File: src/rtl/address_high_unit.sv
// Address-high unit: prioritised source mux onto the ADH bus with split
// zero-forcing, a registered address-high (ABH), and a one-cycle page-cross
// fix-up (ABH +/- 1) that raises fix_busy while it is in progress.
module address_high_unit #(
  parameter int DATA_W    = 8,
  parameter int NUM_SRC   = 4,
  parameter int ZERO_LO_W = 1
) (
  input  logic                        clk,
  input  logic                        rst_n,
  input  logic [NUM_SRC*DATA_W-1:0]   src_data,
  input  logic [NUM_SRC-1:0]          src_sel,
  input  logic                        zero_lo,
  input  logic                        zero_hi,
  input  logic                        ld,
  input  logic                        fix_req,
  input  logic                        fix_dec,
  output logic [DATA_W-1:0]           adh,
  output logic [DATA_W-1:0]           abh,
  output logic                        fix_busy,
  output logic                        sel_conflict
);

  // Bits covered by zero_lo; the complement is covered by zero_hi.
  localparam logic [DATA_W-1:0] LO_MASK = {{(DATA_W-ZERO_LO_W){1'b0}}, {ZERO_LO_W{1'b1}}};

  typedef enum logic {
    IDLE = 1'b0,
    FIX  = 1'b1
  } state_t;

  state_t              state_q, state_d;
  logic [DATA_W-1:0]   abh_q, abh_d;
  logic                dir_q, dir_d;
  logic                fix_busy_q, fix_busy_d;
  logic                sel_conflict_q, sel_conflict_d;

  logic [DATA_W-1:0]   sel_data;
  logic                sel_found;
  logic                multi_sel;

  // Lowest-index asserted enable wins; with no enable the bus stays at zero,
  // so an unselected (possibly unknown) source can never leak through.
  always_comb begin
    sel_data  = '0;
    sel_found = 1'b0;
    for (int i = 0; i < NUM_SRC; i++) begin
      if (src_sel[i] && !sel_found) begin
        sel_data  = src_data[i*DATA_W +: DATA_W];
        sel_found = 1'b1;
      end
    end
  end

  // Zero-forcing of the low and high bit fields, applied after selection.
  always_comb begin
    adh = sel_data;
    if (zero_lo) begin
      adh = adh & ~LO_MASK;
    end
    if (zero_hi) begin
      adh = adh & LO_MASK;
    end
  end

  // Clearing the lowest set bit leaves something behind only if two or more
  // enables are high at once.
  assign multi_sel = |(src_sel & (src_sel - NUM_SRC'(1)));

  // Next-state logic: load/fix-up request handling in IDLE, the single
  // increment/decrement step in FIX, and the sticky conflict flag.
  always_comb begin
    state_d        = state_q;
    abh_d          = abh_q;
    dir_d          = dir_q;
    sel_conflict_d = sel_conflict_q | multi_sel;

    case (state_q)
      IDLE: begin
        if (ld) begin
          abh_d = adh;
        end
        if (fix_req) begin
          state_d = FIX;
          dir_d   = fix_dec;
        end
      end
      FIX: begin
        if (dir_q) begin
          abh_d = abh_q - DATA_W'(1);
        end else begin
          abh_d = abh_q + DATA_W'(1);
        end
        state_d = IDLE;
      end
      default: begin
        state_d = IDLE;
      end
    endcase

    fix_busy_d = (state_d == FIX);
  end

  // State registers with synchronous active-low reset taking priority.
  always_ff @(posedge clk) begin
    if (!rst_n) begin
      state_q        <= IDLE;
      abh_q          <= '0;
      dir_q          <= 1'b0;
      fix_busy_q     <= 1'b0;
      sel_conflict_q <= 1'b0;
    end else begin
      state_q        <= state_d;
      abh_q          <= abh_d;
      dir_q          <= dir_d;
      fix_busy_q     <= fix_busy_d;
      sel_conflict_q <= sel_conflict_d;
    end
  end

  assign abh          = abh_q;
  assign fix_busy     = fix_busy_q;
  assign sel_conflict = sel_conflict_q;

endmodule

File: config.mk
export PLATFORM = sky130hd
export DESIGN_NAME = address_high_unit
export DESIGN_NICKNAME = d
export VERILOG_FILES = /design/src/rtl/address_high_unit.sv
export SDC_FILE = /design/constraint.sdc
export NUM_CORES = 1
export LEC_CHECK = 0
export CAP_MARGIN = 10
export CELL_PAD_IN_SITES_DETAIL_PLACEMENT = 0
export CELL_PAD_IN_SITES_GLOBAL_PLACEMENT = 1
export CORE_MARGIN = 2
export CORE_UTILIZATION = 27
export DETAILED_ROUTE_END_ITERATION = 7
export MAX_ROUTING_LAYER = met4
export PLACE_DENSITY = 0.84
export SLEW_MARGIN = 20
export SYNTH_ARGS = -nofsm -noshare
export SYNTH_HDL_FRONTEND = slang
export SYNTH_SLANG_ARGS = --single-unit
export TNS_END_PERCENT = 30
File: constraint.sdc
create_clock -name clk -period 3.1 [get_ports clk]
set_clock_uncertainty 0.05 [all_clocks]
set_input_delay 0.93 -clock clk [delete_from_list [all_inputs] [get_ports clk]]
set_output_delay 0.93 -clock clk [all_outputs]
set_load 0.05 [all_outputs]
==> qor.yml <==
syn_avg_cell_area_um2: 7.93
wl_per_cell_um: 12.9
initial_utilization_pct: 28.2
final.setup.worst_slack_ns: 0.0457
hold_slack_ns: 0.406
cpLargestDelayFamily: "compound AO/OA/AOI/OAI gates"
cts_tree: "yes"
relSlewSlack_pct: 66.4
grt_first_pass_wirelength_um: 5780
grt-ovfl-total: 0
track_usage_pct: 16.9
rows: 23
io_pins: 61
yosys.area.top_type: "dfxtp_1"
via_per_inst: 5.08
drive_gt1_share_pct: 22.8
area_delta_synth_final_pct: 83.7
synth-seq-cells: 11
min_period_ns: 3.05
synth-async-reset-ratio_pct: 0
stdcell_area_mm2: 0.00207
worstMarginPinSlew_ns: 0.502
critical_path_required_ns: 2.12
synth_top_area_share_pct: 19.6
mostFrequentLayoutCell: "clkdlybuf4s50_1"
die-width_um: 68.6
cp_slowest_cell: "clkdlybuf4s50_1"
critical_path.cell_chain: "clkdlybuf4s50_1 > a221o_1 > o21ai_1 > a21oi_2 > buf_12"
clock_latency_ns: 0.24
drt_pre_antenna_iters: 4
syn_nets: 192
num-nets-final: 266
cts-root-buf: "clkbuf_8"
syn_area_mm2: 0.00113
criticalPathCategory: "in -> out"
timing.final.crit_share_pct: 98.5
preCtsSetupSlack_ns: -0.328
worst-path-buf-inv: 2
holdCritPathClass: "reg -> reg"
cp-end-kind: "output pin"
die_height_um: 68.6
drt_iter0_drc: 46
maxCapViolations: 0
num_antenna_cells: 0
start_kind: "input port"
clkTransAtPathRegs_ns: 0.05
synth_edf_count: 0
crit_fanout: 2
place_area_mm2: 0.00201
arrival_ns: 2.07
finalWeightedCongestion: 0.826
vias: 1347
hpwlAfterDp_um: 2850
grt_max_degree: 21
ctsHoldBuffers: 0
dieArea_mm2: 0.00470
clockBufferDepth: 2
htreeDepth: 1
cp_slowest_stage_delay_ns: 0.41
yosys_warnings: 0
seq_area_frac_synth_pct: 19.6
rsz0062_at_grt: "true"
fmax_mhz: 327
power_leakage_uw: 0.000808
cts_made_buffers: 3
io_buffers: 60
clock_sinks: 11
final_cell_mix: "clkdlybuf4s50_1 (48), buf_4 (18), a21oi_1 (11), dfxtp_1 (11)"
finalMaxSlewViolations: 0
drtAntennaViolNets: 0
p_per_area_mw_per_mm2: 306
syn_inst: 142
hold_viol: 0
core_area_mm2: 0.00400
synth.distinct_cells: 47
status: "finished, final reports clean"
finalSetupViolations: 0
antenna_found_initial: 0
grt_pass1_vias: 1325
drt_wl_total_um: 3430
postCtsSetupBuffers: 0
route.detailed.drc: 0
synth_area_leaders: "dfxtp_1 (20%), ha_1 (6.7%), a21oi_1 (6.2%)"
vdd_drop_max_mv: 0.124
ys.flop_type: "dfxtp_1"
-- cells in the mapped netlist (3+ instances only) --
| library cell | count |
|---|---|
| a211oi_1 | 8 |
| a21o_1 | 6 |
| a21oi_1 | 14 |
| a22oi_2 | 3 |
| a31oi_1 | 3 |
| and3_1 | 3 |
| buf_2 | 4 |
| clkbuf_1 | 3 |
| dfxtp_1 | 11 |
| ha_1 | 6 |
| inv_1 | 7 |
| nand2_1 | 9 |
| nand2b_1 | 4 |
| nand3b_1 | 6 |
| nor2_1 | 9 |
| nor2b_1 | 5 |
| o21ai_0 | 5 |
-- worst min-delay path, stage by stage (launching register included) --
cell	delay, ns
dfxtp_1	0.31
inv_1	0.05
a21oi_1	0.05
-- final cells by class --
type,instances,area [um^2]
clock buffers,4,45.0
flip-flops and latches,11,220
multi-input cells,114,888
inverters,7,26.3
repair buffers,79,826
fillers,387,1930
well taps,50,62.6
-- cell families after synthesis --
| kind of cell | Yosys count | share of synthesized area [%] |
|---|---|---|
| AO/OA/AOI/OAI | 58 | 37.9 |
| XOR/XNOR | 3 | 2.33 |
| adder cells (fa/ha/maj) | 8 | 9.33 |
| buffers and inverters | 17 | 7.45 |
| flip-flops | 11 | 19.6 |
| AND/OR/NAND/NOR | 45 | 23.4 |
-- through the flow --
stage / total power, uW / util [%] / TNS, ns / std cells
floorplan: 339 / - / -0.333 / 142
global placement: 485 / 50.3 / -2.07 / 261
detailed placement: 488 / 50.3 / -2.27 / 261
CTS: 636 / 51.4 / 0 / 265
global route: 669 / 51.7 / -0.00429 / 265
finish: 633 / 51.7 / 0 / 265
-- where the power goes --
part / switching (uW) / internal [uW] / total [uW]
sequential: 11.6 / 153 / 165
combinational: 161 / 160 / 321
clock: 56.8 / 90.5 / 147
-- routing by layer --
layer / GRT usage [%] / vias up / part of all wire (%)
met3: 2.76 / 3 / 5.3
met2: 26.8 / 46 / 47
met4: 7.50 / 0 / 1.0
met1: 21.0 / 615 / 46
li1: - / 683 / -
met5: - / - / 0
-- timing repair --
action,CTS,global route
resized for setup,14,3
cloned,0,0
pin swaps,3,2
setup endpoints to repair,8,5
-- flip-flops by register name, indices dropped and copies added, names as in the netlist --
name,cells
abh,8
dir_q,1
fix_busy,1
sel_conflict,1
-- worst paths after layout --
check             slack (ns)  cells after the start          from      endpoint
hold / removal          0.41                      2  sel_conflict  sel_conflict
hold reg to reg         0.41                      2  sel_conflict  sel_conflict
setup / recovery        0.05                      5  src_data[12]        adh[4]
setup reg to reg        1.06                      6         dir_q        abh[5]
No activity file was read; power rests on OpenSTA's default activity.
